==> src/rtl/mips_pkg.sv <==
// Shared MIPS decode definitions: opcode/funct encodings and the decoded-instruction record
// used by decode, hazard and execute logic.
package mips_pkg;

    localparam logic [5:0] OP_RTYPE = 6'b000000;
    localparam logic [5:0] OP_J     = 6'b000010;
    localparam logic [5:0] OP_JAL   = 6'b000011;
    localparam logic [5:0] OP_BEQ   = 6'b000100;
    localparam logic [5:0] OP_BNE   = 6'b000101;
    localparam logic [5:0] OP_LB    = 6'b100000;
    localparam logic [5:0] OP_LW    = 6'b100011;
    localparam logic [5:0] OP_SB    = 6'b101000;
    localparam logic [5:0] OP_SW    = 6'b101011;
    localparam logic [5:0] FN_JR    = 6'b001000;
    localparam logic [4:0] REG_RA   = 5'd31;

    typedef struct packed {
        logic [5:0]  opcode;
        logic [5:0]  funct;
        logic [4:0]  rs;
        logic [4:0]  rt;
        logic [4:0]  dest;
        logic [4:0]  shamt;
        logic [15:0] imm16;
        logic [25:0] instr_index;
        logic        reg_write;
        logic        mem2reg;
        logic        mem_en;
        logic        mem_rd;
        logic        byte_en;
        logic        branch;
        logic        bne;
        logic        jump;
        logic        jr;
        logic        illegal;
    } dec_t;

endpackage

==> src/rtl/decode_comb.sv <==
// Combinational MIPS field/control decode with source-usage flags.
// DECODE_BYTE_OPS_EN enables LB/SB; otherwise they decode as illegal NOPs.
module decode_comb
    import mips_pkg::*;
(
    input  logic [31:0] instr_i,
    output dec_t        dec_o,
    output logic        use_rs_o,
    output logic        use_rt_o
);

    logic [5:0] op;
    assign op = instr_i[31:26];

    always_comb begin
        dec_o             = '0;
        use_rs_o          = 1'b0;
        use_rt_o          = 1'b0;
        dec_o.opcode      = op;
        dec_o.funct       = instr_i[5:0];
        dec_o.rs          = instr_i[25:21];
        dec_o.rt          = instr_i[20:16];
        dec_o.shamt       = instr_i[10:6];
        dec_o.imm16       = instr_i[15:0];
        dec_o.instr_index = instr_i[25:0];
        dec_o.dest        = instr_i[20:16];
        dec_o.mem2reg     = 1'b1;

        case (op)
            OP_RTYPE: begin
                use_rs_o   = 1'b1;
                dec_o.dest = instr_i[15:11];
                if (instr_i[5:0] == FN_JR) begin
                    dec_o.jr = 1'b1;
                end else begin
                    use_rt_o        = 1'b1;
                    dec_o.reg_write = 1'b1;
                end
            end
            OP_J:   dec_o.jump = 1'b1;
            OP_JAL: begin
                dec_o.jump      = 1'b1;
                dec_o.dest      = REG_RA;
                dec_o.reg_write = 1'b1;
            end
            OP_BEQ, OP_BNE: begin
                use_rs_o     = 1'b1;
                use_rt_o     = 1'b1;
                dec_o.branch = 1'b1;
                dec_o.bne    = (op == OP_BNE);
            end
            OP_LW: begin
                use_rs_o        = 1'b1;
                dec_o.mem_rd    = 1'b1;
                dec_o.reg_write = 1'b1;
                dec_o.mem2reg   = 1'b0;
            end
            OP_SW: begin
                use_rs_o     = 1'b1;
                use_rt_o     = 1'b1;
                dec_o.mem_en = 1'b1;
            end
`ifdef DECODE_BYTE_OPS_EN
            OP_LB: begin
                use_rs_o        = 1'b1;
                dec_o.mem_rd    = 1'b1;
                dec_o.reg_write = 1'b1;
                dec_o.mem2reg   = 1'b0;
                dec_o.byte_en   = 1'b1;
            end
            OP_SB: begin
                use_rs_o      = 1'b1;
                use_rt_o      = 1'b1;
                dec_o.mem_en  = 1'b1;
                dec_o.byte_en = 1'b1;
            end
`endif
            default: begin
                if (op[5:3] == 3'b001) begin
                    use_rs_o        = 1'b1;
                    dec_o.reg_write = 1'b1;
                end else begin
                    dec_o.illegal = 1'b1;
                end
            end
        endcase

        // Writes to $0 are architecturally discarded.
        if (dec_o.dest == 5'd0)
            dec_o.reg_write = 1'b0;
    end

endmodule

==> src/rtl/decode_pipe.sv <==
// Registered decode stage with ID/EX register, valid/ready handshakes and load-use stall.
// 1-cycle latency; stalls fetch and emits bubbles while a load result is still in flight.
module decode_pipe
    import mips_pkg::*;
#(
    parameter int XLEN     = 32,
    parameter int LOAD_LAT = 2
) (
    input  logic            clk,
    input  logic            reset,
    input  logic            in_valid,
    output logic            in_ready,
    input  logic [31:0]     instruction,
    input  logic            flush,
    output logic            out_valid,
    input  logic            out_ready,
    output logic [5:0]      opcode,
    output logic [5:0]      funct,
    output logic [4:0]      rs,
    output logic [4:0]      rt,
    output logic [4:0]      dest,
    output logic [4:0]      shamt,
    output logic [XLEN-1:0] imm,
    output logic [25:0]     instr_index,
    output logic            reg_write,
    output logic            mem2reg,
    output logic            mem_en,
    output logic            mem_rd,
    output logic            byte_en,
    output logic            branch,
    output logic            bne,
    output logic            jump,
    output logic            jr,
    output logic            illegal,
    output logic            stall
);

    dec_t                      dec, out_q, out_d;
    logic                      use_rs, use_rt;
    logic                      out_valid_q, out_valid_d;
    logic [XLEN-1:0]           imm_q, imm_d;
    logic [LOAD_LAT-1:0]       sb_vld_q, sb_vld_d;
    logic [LOAD_LAT-1:0][4:0]  sb_dst_q, sb_dst_d;
    logic                      hazard, accept, push;

    decode_comb u_decode_comb (
        .instr_i  (instruction),
        .dec_o    (dec),
        .use_rs_o (use_rs),
        .use_rt_o (use_rt)
    );

    function automatic logic src_hit(input dec_t d, input logic urs, input logic urt,
                                     input logic [4:0] dst);
        return (urs && d.rs != 5'd0 && d.rs == dst) ||
               (urt && d.rt != 5'd0 && d.rt == dst);
    endfunction

    // The last scoreboard entry is already forwardable, so it never blocks.
    always_comb begin
        hazard = out_valid_q && out_q.mem_rd && src_hit(dec, use_rs, use_rt, out_q.dest);
        for (int i = 0; i < LOAD_LAT - 1; i++)
            if (sb_vld_q[i] && src_hit(dec, use_rs, use_rt, sb_dst_q[i]))
                hazard = 1'b1;
    end

    assign in_ready = !reset && !flush && !hazard && (!out_valid_q || out_ready);
    assign accept   = in_valid && in_ready;
    assign push     = out_valid_q && out_ready && out_q.mem_rd;
    assign stall    = !reset && in_valid && hazard;

    always_comb begin
        out_d       = out_q;
        imm_d       = imm_q;
        out_valid_d = out_valid_q;
        if (accept) begin
            out_d       = dec;
            imm_d       = {{(XLEN-16){dec.imm16[15]}}, dec.imm16};
            out_valid_d = 1'b1;
        end else if (flush || out_ready) begin
            out_valid_d = 1'b0;
        end

        sb_vld_d = sb_vld_q;
        sb_dst_d = sb_dst_q;
        if (out_ready) begin
            sb_vld_d[0] = push;
            sb_dst_d[0] = out_q.dest;
            for (int i = 1; i < LOAD_LAT; i++) begin
                sb_vld_d[i] = sb_vld_q[i-1];
                sb_dst_d[i] = sb_dst_q[i-1];
            end
        end
    end

    always_ff @(posedge clk) begin
        if (reset) begin
            out_q       <= '0;
            imm_q       <= '0;
            out_valid_q <= 1'b0;
            sb_vld_q    <= '0;
            sb_dst_q    <= '0;
        end else begin
            out_q       <= out_d;
            imm_q       <= imm_d;
            out_valid_q <= out_valid_d;
            sb_vld_q    <= sb_vld_d;
            sb_dst_q    <= sb_dst_d;
        end
    end

    assign out_valid   = out_valid_q;
    assign opcode      = out_q.opcode;
    assign funct       = out_q.funct;
    assign rs          = out_q.rs;
    assign rt          = out_q.rt;
    assign dest        = out_q.dest;
    assign shamt       = out_q.shamt;
    assign imm         = imm_q;
    assign instr_index = out_q.instr_index;
    assign reg_write   = out_q.reg_write;
    assign mem2reg     = out_q.mem2reg;
    assign mem_en      = out_q.mem_en;
    assign mem_rd      = out_q.mem_rd;
    assign byte_en     = out_q.byte_en;
    assign branch      = out_q.branch;
    assign bne         = out_q.bne;
    assign jump        = out_q.jump;
    assign jr          = out_q.jr;
    assign illegal     = out_q.illegal;

endmodule

==> config.mk <==
export PLATFORM = sky130hd
export DESIGN_NAME = decode_pipe
export DESIGN_NICKNAME = d
export VERILOG_FILES = /design/src/rtl/mips_pkg.sv /design/src/rtl/decode_comb.sv /design/src/rtl/decode_pipe.sv
export SDC_FILE = /design/constraint.sdc
export NUM_CORES = 1
export LEC_CHECK = 0
export ABC_CLOCK_PERIOD_IN_PS = 2100
export BUFFER_PORTS_ARGS = -buffer_cell sky130_fd_sc_hd__buf_2
export CORE_ASPECT_RATIO = 2
export CORE_MARGIN = 3
export CORE_UTILIZATION = 43
export DETAILED_ROUTE_END_ITERATION = 10
export PLACE_DENSITY = 0.84
export SLEW_MARGIN = 20
export SYNTH_ARGS = -nofsm -noshare
export SYNTH_HDL_FRONTEND = slang
export SYNTH_SLANG_ARGS = --single-unit
==> constraint.sdc <==
create_clock -name clk -period 2.1 [get_ports clk]
set_input_delay 0.315 -clock clk [delete_from_list [all_inputs] [get_ports clk]]
set_output_delay 0.315 -clock clk [all_outputs]
set_load 0.02 [all_outputs]
==> impl_metrics.csv, run 1 <==
group,metric,value,unit
status,status,"finished with violations",
status,violations,"setup timing",
worst_setup_path,cp_max_fo,3,
placement,place_ws,-162,ps
logic_synthesis,synth_top_area_frac,0.327,
cts,hold_buffers,0,
routing,routed_via_density,5.41,
logic_synthesis,ys_seq_elements,53,
cts,clk_pin_slew,70,ps
sta,tightestPinTransition,648,ps
grt,overflow,0,
power_and_ir_drop,internal-power,1.76,mW
finish,nNetsFinal,515,
grt,track_usage,0.204,
logic_synthesis,ys_warn_count,0,
finish,drive_above_1_share,0.529,
logic_synthesis,yosysTopAreaCell,"dfxtp_1",
power_and_ir_drop,pwr-share-comb,0.181,
logic_synthesis,syn-num-nets,405,
placement,port_buffers,138,
cts,clockBufferDepth,2,
routing,wl_per_cell,16.3,um
worst_setup_path,cp_data_arrival_time,1960,ps
routing,routed_wl,9.31,mm
grt,use_met3,0.0227,
cts,cts_tree,"done",
logic_synthesis,synth_edf_count,0,
logic_synthesis,ys_seq_area_frac,0.327,
floorplan,num_io_pins,140,
worst_setup_path,cp-end-kind,"output port",
finish,postLayoutCoreUtil,0.566,
cts,cts-root-buf,"clkbuf_16",
sta,setup_viol,5,
power_and_ir_drop,p_clk_frac,0.382,
grt,antenna_found_initial,0,
worst_setup_path,crit_type,"reg -> out",
sta,report.final.slew_viol_count,0,
grt,grt_first_pass_wirelength,13.6,mm
power_and_ir_drop,irDropWorstVdd,0.446,mV
floorplan,fp.dieH,129,um
cts,cts_buffers,5,
routing,first_pass_iters,4,
floorplan,core-area,0.00732,sq mm
sta,period_share,1.08,
logic_synthesis,yosys-top-cells-count,"buf_4 (55), dfxtp_1 (53), nand3_1 (38)",
sta,finalHoldViolCount,0,
sta,fmax,441,MHz
routing,drc,0,
cts,clock-sinks,53,
logic_synthesis,avgSynthCellArea,8.82,sq um
job,cap_violations,0,
logic_synthesis,synth_area_leaders,"dfxtp_1 (33%), buf_4 (13%), a21oi_2 (8.4%)",
floorplan,die_area,0.00869,sq mm
sta,clock-skew-final,3.94,ps
cts,cts_htree_levels,2,
floorplan,initial_core_util,0.443,
power_and_ir_drop,netSwitchingFraction,0.274,
power_and_ir_drop,power_switching,664,uW
sta,max_slew_margin,0.568,
finish,n_antenna_cell,0,
sta,rsz0062_at_grt,"yes",
finish,syn_to_final_growth,27.8,%
cts,clk_latency,290,ps
worst_setup_path,setup.worst_path.start_class,"flop",
routing,route.vias.total,3081,
logic_synthesis,yosysMostFrequentCell,"buf_4",
power_and_ir_drop,power_frac_seq,0.438,
placement,gp_congestion,0.927,
routing,drt_iter0_markers,161,
floorplan,fp-row-count,44,
finish,final_area,0.00415,sq mm
placement,dp_hpwl,6.70,mm
floorplan,die_x,67.4,um
worst_setup_path,required,1780,ps
routing,final_antenna_net_count,0,
placement,postPlaceCellArea,0.00376,sq mm
power_and_ir_drop,leakagePower,1.98,nW
grt,grt_busiest_layer,"met2",
logic_synthesis,synth_cells,368,
grt,grt_util_met1,0.224,
logic_synthesis,yosysUniqueCellTypes,54,
grt,grt_pass1_vias,2810,
sta,min_period,2270,ps
logic_synthesis,synth_area,0.00324,sq mm
power_and_ir_drop,p_per_area,584,mW/mm^2
grt,grt_max_degree,45,
logic_synthesis,synthFlopType,"dfxtp_1",
grt,grt_util_met2,0.377,
sta,fin_ws,-170,ps
logic_synthesis,async_reset_ff_frac,0,
hold_path,hold_class,"in -> reg",
-- worst max-delay path, cell delays in order, from the launching register on --
cell and delay, ps:
dfxtp_2 340, xor2_1 150, nor4_2 280, a32oi_1 170, buf_4 170, o32ai_4 220
and3_4 220, buf_6 110
-- flip-flops by register name, indices dropped and copies added, names as in the netlist, 4 cells and up --
signal	cells
rt	4
funct	5
opcode	6
instr_index	8
rs	5
shamt	4
sb_dst_q	5
dest	5
-- cell type report --
class                           count  area (sq um)
Tap cell                           92           115
Multi-Input combinational cell    232          1640
Fill cell                         634          3170
Timing Repair Buffer              182          1150
Sequential cell                    53          1070
Clock inverter                      2          35.0
Inverter                            4          15.0
Clock buffer                        5           125
-- what timing repair did --
item | in CTS | in global routing
resized for setup | 13 | 25
pin swaps | 6 | 7
endpoints found under the hold margin | 0 | 0
setup buffers | 4 | 1
endpoints found under the setup margin | 3 | 49
gates cloned | 0 | 2
-- through the flow --
stage | TNS, ps | hold slack [ps] | std cells | power [mW]
finish | -393 | 270 | 570 | 2.42
global route | -2980 | 294 | 570 | 2.49
CTS | -455 | 266 | 567 | 2.42
detailed placement | -5000 | 454 | 556 | 1.50
global placement | -3940 | 447 | 556 | 1.50
floorplan | -14.6 | 455 | 368 | 1.36
-- worst paths after layout --
check	startpoint	to	slack, ps	cells past startpoint
min reg2reg	jr$_SDFFE_PP0P_	jr$_SDFFE_PP0P_	460	2
max reg2reg	sb_dst_q[4]$_SDFFE_PP0P_	reg_write$_SDFFE_PP0P_	-30	8
max	sb_dst_q[4]$_SDFFE_PP0P_	stall	-170	7
min	instruction[7]	shamt[1]$_SDFFE_PP0P_	270	3
-- power by group through the flow --
stage / combinational (mW) / clock (mW) / sequential [mW]
2_1_floorplan: 0.249 / 0 / 1.12
3_3_place_gp: 0.416 / 0 / 1.08
3_5_place_dp: 0.420 / 0 / 1.08
4_1_cts: 0.428 / 0.930 / 1.06
5_1_grt: 0.468 / 0.959 / 1.06
6_report: 0.437 / 0.924 / 1.06
-- routing by layer --
layer | wire (um) | share of wire
met1 | 3390 | 0.36
met3 | 544 | 0.058
met5 | 0 | 0
met4 | 320 | 0.034
met2 | 5060 | 0.54
-- cells in the final DEF (no fill, tap or decap), types with 4 or more instances in the layout --
cell	netlist	routed
o21ai_1	36	35
mux2i_1	11	11
dfxtp_2	0	7
nor3_1	4	4
a21oi_1	10	10
nand3_1	38	36
xor2_1	18	18
buf_4	55	33
a21oi_2	31	31
buf_2	3	136
dfxtp_1	53	45
buf_6	10	6
clkbuf_16	0	7
buf_12	0	5
nand2_1	13	13
nor2_1	16	16
-- cell families (layout without fill, tap and decap cells) --
group	after synthesis	after routing	synth area share
multiplexers	13	13	0.0432
other	1	1	0.00116
AND/OR/NAND/NOR	102	102	0.178
flip-flops	53	53	0.327
AO/OA/AOI/OAI	96	96	0.212
buffers and inverters	83	193	0.185
XOR/XNOR	20	20	0.0540
No activity file was read; power rests on OpenSTA's default activity.
==> inputs of run 2 (changes only) <==
--- a/config.mk
+++ b/config.mk
@@ -7,2 +7,3 @@
 export LEC_CHECK = 0
+export ABC_AREA = 1
 export ABC_CLOCK_PERIOD_IN_PS = 2100
@@ -11,3 +12,3 @@
 export CORE_MARGIN = 3
-export CORE_UTILIZATION = 43
+export CORE_UTILIZATION = 42
 export DETAILED_ROUTE_END_ITERATION = 10
--- a/constraint.sdc
+++ b/constraint.sdc
@@ -3,2 +3,2 @@
 set_output_delay 0.315 -clock clk [all_outputs]
-set_load 0.02 [all_outputs]
+set_load 0.01 [all_outputs]
==> impl_metrics.csv, run 2 <==
group,metric,value,unit
status,status,"completed",
sta,clock-skew-final,5.98,ps
floorplan,die_area,0.00825,sq mm
worst_setup_path,required,1780,ps
hold_path,hold_start,"reset",
logic_synthesis,ys_warn_count,0,
placement,postPlaceCellArea,0.00335,sq mm
cts,clk_latency,300,ps
logic_synthesis,synthFlopType,"dfxtp_1",
sta,rsz0062_at_grt,"yes",
routing,wl_per_cell,13.0,um
finish,syn_to_final_growth,21.7,%
finish,n_antenna_cell,0,
power_and_ir_drop,power_switching,681,uW
logic_synthesis,yosysUniqueCellTypes,25,
floorplan,fp-row-count,43,
logic_synthesis,yosysTopAreaCell,"dfxtp_1",
worst_setup_path,crit_buf_inv,2,
logic_synthesis,yosysMostFrequentCell,"nor2_1",
worst_setup_path,critical-path-top-delay-family,"simple AND/OR/NAND/NOR gates",
worst_setup_path,setup.worst_path.start_class,"flop",
finish,seqCellArea,0.00108,sq mm
worst_setup_path,cp_max_fo,4,
placement,gp_congestion,0.900,
finish,largest_reg_flops,8,
power_and_ir_drop,internal-power,1.84,mW
routing,drc,0,
placement,dp_hpwl,6.32,mm
cts,cts_buffers,5,
cts,clockBufferDepth,2,
finish,multi_input_area,0.00132,sq mm
logic_synthesis,ys_seq_area_frac,0.354,
grt,grt_first_pass_wirelength,12.6,mm
routing,routed_wl,8.05,mm
power_and_ir_drop,leakagePower,1.93,nW
power_and_ir_drop,p_per_area,691,mW/mm^2
logic_synthesis,synth_cells,438,
worst_setup_path,r2r-start,"dest[2]$_SDFFE_PP0P_",
logic_synthesis,synth_edf_count,0,
worst_setup_path,reg2reg_slack,230,ps
cts,cts_tree,"done",
worst_setup_path,crit_chain,"inv_4, nand2_2, nand2_2, nand3_2, nor2_2, nand3_1, nand2_1, nand2_2, nand2_2, nand2_2, nor2_2, buf_2",
grt,grt_max_degree,38,
finish,final-instance-count-excl-fill,617,
routing,route.vias.total,2944,
cts,clock-sinks,53,
routing,routed_via_density,4.77,
worst_setup_path,crit_end,"stall",
grt,track_usage,0.196,
routing,final_antenna_net_count,0,
worst_setup_path,critical-path-slowest-cell,"dfxtp_4",
floorplan,initial_core_util,0.432,
worst_setup_path,crit_type,"reg -> out",
sta,fmax,507,MHz
hold_path,hold_class,"in -> reg",
grt,antenna_found_initial,0,
sta,finalHoldViolCount,0,
logic_synthesis,syn-num-nets,475,
logic_synthesis,synth_area,0.00300,sq mm
logic_synthesis,yosys-top-cells-count,"nor2_1 (116), nand2_1 (56), buf_4 (54)",
cts,cts-root-buf,"clkbuf_16",
grt,overflow,0,
placement,port_buffers,138,
logic_synthesis,ys_seq_elements,53,
power_and_ir_drop,p_clk_frac,0.381,
routing,wl_met3,416,um
finish,drive_above_1_share,0.385,
cts,clk_pin_slew,70,ps
grt,grt_pass1_vias,2724,
logic_synthesis,synth_area_leaders,"dfxtp_1 (35%), nor2_1 (15%), buf_4 (14%)",
floorplan,fp.dieH,125,um
worst_setup_path,r2r-end,"dest[2]$_SDFFE_PP0P_",
routing,top_layer_used,"met4",
logic_synthesis,synth_top_area_frac,0.354,
hold_path,whs_path_depth,2,
sta,setup_viol,0,
worst_setup_path,cp_num_cells,12,
worst_setup_path,crit_path_frequent_cell,"nand2_2",
sta,setup_tns,0,ps
power_and_ir_drop,total_power,2.52,mW
logic_synthesis,async_reset_ff_frac,0,
worst_setup_path,cp-end-kind,"output port",
worst_setup_path,cp_data_arrival_time,1660,ps
finish,postLayoutCoreUtil,0.526,
power_and_ir_drop,irDropWorstVdd,0.429,mV
finish,nNetsFinal,563,
finish,layout_common_cells,"buf_2 (138), nor2_1 (110), nand2_1 (47)",
floorplan,num_io_pins,140,
sta,period_share,0.938,
sta,min_period,1970,ps
finish,final_common_cell,"buf_2",
finish,final_area,0.00365,sq mm
power_and_ir_drop,netSwitchingFraction,0.270,
routing,first_pass_iters,4,
floorplan,core-area,0.00694,sq mm
sta,report.final.slew_viol_count,0,
power_and_ir_drop,pwr-share-comb,0.182,
job,cap_violations,0,
routing,wl_met1,2.76,mm
floorplan,die_x,65.7,um
routing,dr_wl_met2,4.56,mm
routing,drt_iter0_markers,123,
cts,cts_htree_levels,2,
power_and_ir_drop,power_frac_seq,0.437,
worst_setup_path,cpPeakStageDelay,360,ps
finish,n_fill_cell,673,
logic_synthesis,avgSynthCellArea,6.84,sq um
worst_setup_path,rr_worst_depth,12,
placement,post-place-cells,603,
worst_setup_path,critical_path.startpoint,"sb_dst_q[2]$_SDFFE_PP0P_",
-- run 2: per-layer routing --
metal / vias up / global-route usage
li1: 1486 / -
met1: 1336 / 0.193
met2: 100 / 0.364
met3: 22 / 0.0288
met4: 0 / 0.122
met5: - / 0
-- run 2: layout make-up --
class	instances	share of cell area
flip-flops and latches	53	0.295
well taps	90	0.0309
repair buffers	151	0.224
inverters	37	0.0395
clock inverters	2	0.0103
multi-input cells	278	0.362
clock buffers	6	0.0381
-- run 2: cell families after synthesis --
| kind of cell | after synthesis | share of synthesized area |
|---|---|---|
| AO/OA/AOI/OAI | 61 | 0.105 |
| flip-flops | 53 | 0.354 |
| other | 1 | 0.00125 |
| XOR/XNOR | 11 | 0.0321 |
| AND/OR/NAND/NOR | 205 | 0.285 |
| buffers and inverters | 107 | 0.223 |
-- run 2: repair_timing --
item	CTS	global route
endpoints found under the hold margin	0	0
gates resized for setup	2	35
setup buffers	0	6
hold buffers	0	0
endpoints found under the setup margin	2	2
pin swaps	0	20
-- run 2: metrics by stage --
step	hold WS, ps	setup slack [ps]
5_1_grt	234	-27.2
3_5_place_dp	475	98.2
3_3_place_gp	461	95.7
6_report	227	130
4_1_cts	211	5.63
2_1_floorplan	377	446
-- run 2: how the worst min path moves through the flow --
stage                     slack, ps                endpoint
after floorplan                 380     mem_rd$_SDFFE_PP0P_
after global placement          460  opcode[5]$_SDFFE_PP0P_
after detailed placement        470  opcode[2]$_SDFFE_PP0P_
after CTS                       210     mem_rd$_SDFFE_PP0P_
after global routing            230     mem_rd$_SDFFE_PP0P_
final                           230     mem_rd$_SDFFE_PP0P_
-- run 2: power groups by stage --
stage | registers (mW) | logic (mW) | clock network [mW]
4_1_cts | 1.10 | 0.443 | 0.988
6_report | 1.10 | 0.459 | 0.961
5_1_grt | 1.11 | 0.511 | 1.02
3_5_place_dp | 1.12 | 0.441 | 0
2_1_floorplan | 1.14 | 0.296 | 0
3_3_place_gp | 1.12 | 0.435 | 0
==> inputs of run 3 (changes only) <==
RECOVER_POWER = 25   (was default)
==> impl_metrics.csv, run 3 (synthesis gave the netlist of run 2 again) <==
group,metric,value,unit
grt,antenna_found_initial,0,
cts,cts_tree,"done",
placement,gp_congestion,0.900,
sta,rsz0062_at_grt,"yes",
floorplan,fp-row-count,43,
finish,postLayoutCoreUtil,0.519,
worst_setup_path,cpPeakStageDelay,360,ps
cts,cts_buffers,5,
routing,route.vias.total,2946,
routing,routed_via_density,4.77,
finish,seqCellArea,0.00108,sq mm
worst_setup_path,crit_path_frequent_cell,"nand2_2",
placement,port_buffers,138,
sta,setup_viol,0,
cts,cts-root-buf,"clkbuf_16",
routing,drc,0,
floorplan,die_area,0.00825,sq mm
finish,syn_to_final_growth,20.1,%
grt,grt_first_pass_wirelength,12.6,mm
power_and_ir_drop,p_clk_frac,0.382,
sta,clock-skew-final,5.66,ps
finish,final_area,0.00360,sq mm
routing,first_pass_iters,4,
sta,finalHoldViolCount,0,
cts,clockBufferDepth,2,
power_and_ir_drop,leakagePower,1.79,nW
worst_setup_path,critical-path-top-delay-family,"simple AND/OR/NAND/NOR gates",
finish,final_common_cell,"nor2_1",
cts,clock-sinks,53,
sta,tightestPinTransition,1190,ps
finish,layout_common_cells,"nor2_1 (110), buf_2 (106), nand2_1 (47)",
sta,max_slew_margin,0.209,
power_and_ir_drop,power_frac_seq,0.439,
power_and_ir_drop,p_per_area,698,mW/mm^2
finish,largest_reg_flops,8,
worst_setup_path,crit_type,"reg -> out",
sta,fmax,508,MHz
floorplan,fp.dieH,125,um
sta,report.final.slew_viol_count,0,
worst_setup_path,cp_data_arrival_time,1650,ps
floorplan,core-area,0.00694,sq mm
grt,overflow,0,
status,status,"completed",
finish,multi_input_area,0.00132,sq mm
grt,grt_pass1_vias,2724,
floorplan,num_io_pins,140,
finish,n_antenna_cell,0,
power_and_ir_drop,pwr-share-comb,0.179,
cts,cts_htree_levels,2,
grt,track_usage,0.196,
power_and_ir_drop,irDropWorstVdd,0.429,mV
worst_setup_path,crit_buf_inv,2,
sta,min_period,1970,ps
sta,period_share,0.938,
worst_setup_path,required,1780,ps
floorplan,initial_core_util,0.432,
finish,drive_above_1_share,0.321,
power_and_ir_drop,netSwitchingFraction,0.271,
routing,wl_per_cell,13.1,um
grt,grt_max_degree,38,
floorplan,die_x,65.7,um
worst_setup_path,setup.worst_path.start_class,"flop",
routing,final_antenna_net_count,0,
placement,dp_hpwl,6.32,mm
hold_path,hold_class,"in -> reg",
cts,clk_pin_slew,70,ps
power_and_ir_drop,internal-power,1.83,mW
sta,setup_tns,0,ps
worst_setup_path,critical-path-slowest-cell,"dfxtp_4",
job,cap_violations,0,
worst_setup_path,cp_max_fo,4,
cts,clk_latency,300,ps
cts,hold_buffers,0,
routing,drt_iter0_markers,129,
finish,n_fill_cell,703,
placement,postPlaceCellArea,0.00335,sq mm
routing,routed_wl,8.09,mm
worst_setup_path,cp-end-kind,"output port",
power_and_ir_drop,power_switching,681,uW
worst_setup_path,crit_chain,"inv_4, nand2_2, nand2_2, nand3_2, nor2_2, nand3_1, nand2_1, nand2_2, nand2_2, nand2_2, nor2_2, buf_2",
finish,nNetsFinal,563,
run 3: cell types whose count changed in the layout (fill, tap and decap cells not counted), sizes merged:
cell | before | now
buf | 151 | 117
clkbuf | 6 | 40
run 3: stage by stage:
stage	worst slack (ps)	cells	hold WS [ps]	power, mW
after floorplan	446	438	377	1.44
after global placement	95.7	603	461	1.56
after detailed placement	98.2	603	475	1.56
after CTS	5.63	611	211	2.53
after global routing	-27.2	617	234	2.63
final	131	617	227	2.51
run 3: repair_timing:
action / in CTS / in global routing
pin swaps: 0 / 20
buffers inserted: 0 / 6
setup endpoints to repair: 2 / 2
resized for setup: 2 / 35
run 3: layout make-up:
| cell class | instances | share of cell area |
|---|---|---|
| clock inverter | 2 | 0.0104 |
| sequential | 53 | 0.299 |
| multi-input combinational | 278 | 0.367 |
| inverter | 37 | 0.0400 |
| tap | 90 | 0.0313 |
| clock buffer | 6 | 0.0386 |
| timing repair buffer | 151 | 0.214 |
run 3: layer usage:
| layer | wire, um | global-route usage | up-vias |
|---|---|---|---|
| li1 | - | - | 1487 |
| met1 | 2750 | 0.193 | 1331 |
| met2 | 4550 | 0.364 | 104 |
| met3 | 456 | 0.0288 | 24 |
| met4 | 323 | 0.122 | 0 |
| met5 | 0 | 0 | - |
run 3: final timing paths:
check / endpoint / cells after the start / slack, ps / start
worst max register to register: dest[2]$_SDFFE_PP0P_ / 12 / 230 / dest[2]$_SDFFE_PP0P_
worst min register to register: sb_dst_q[3]$_SDFFE_PP0P_ / 2 / 480 / sb_dst_q[3]$_SDFFE_PP0P_
worst max-delay path: stall / 12 / 130 / sb_dst_q[2]$_SDFFE_PP0P_
worst min-delay path: mem_rd$_SDFFE_PP0P_ / 2 / 230 / reset
run 3: power by group through the flow:
stage | Clock (mW) | Combinational, mW | Sequential [mW]
2_1_floorplan | 0 | 0.296 | 1.14
3_3_place_gp | 0 | 0.435 | 1.12
3_5_place_dp | 0 | 0.441 | 1.12
4_1_cts | 0.988 | 0.443 | 1.10
5_1_grt | 1.02 | 0.502 | 1.11
6_report | 0.961 | 0.449 | 1.10
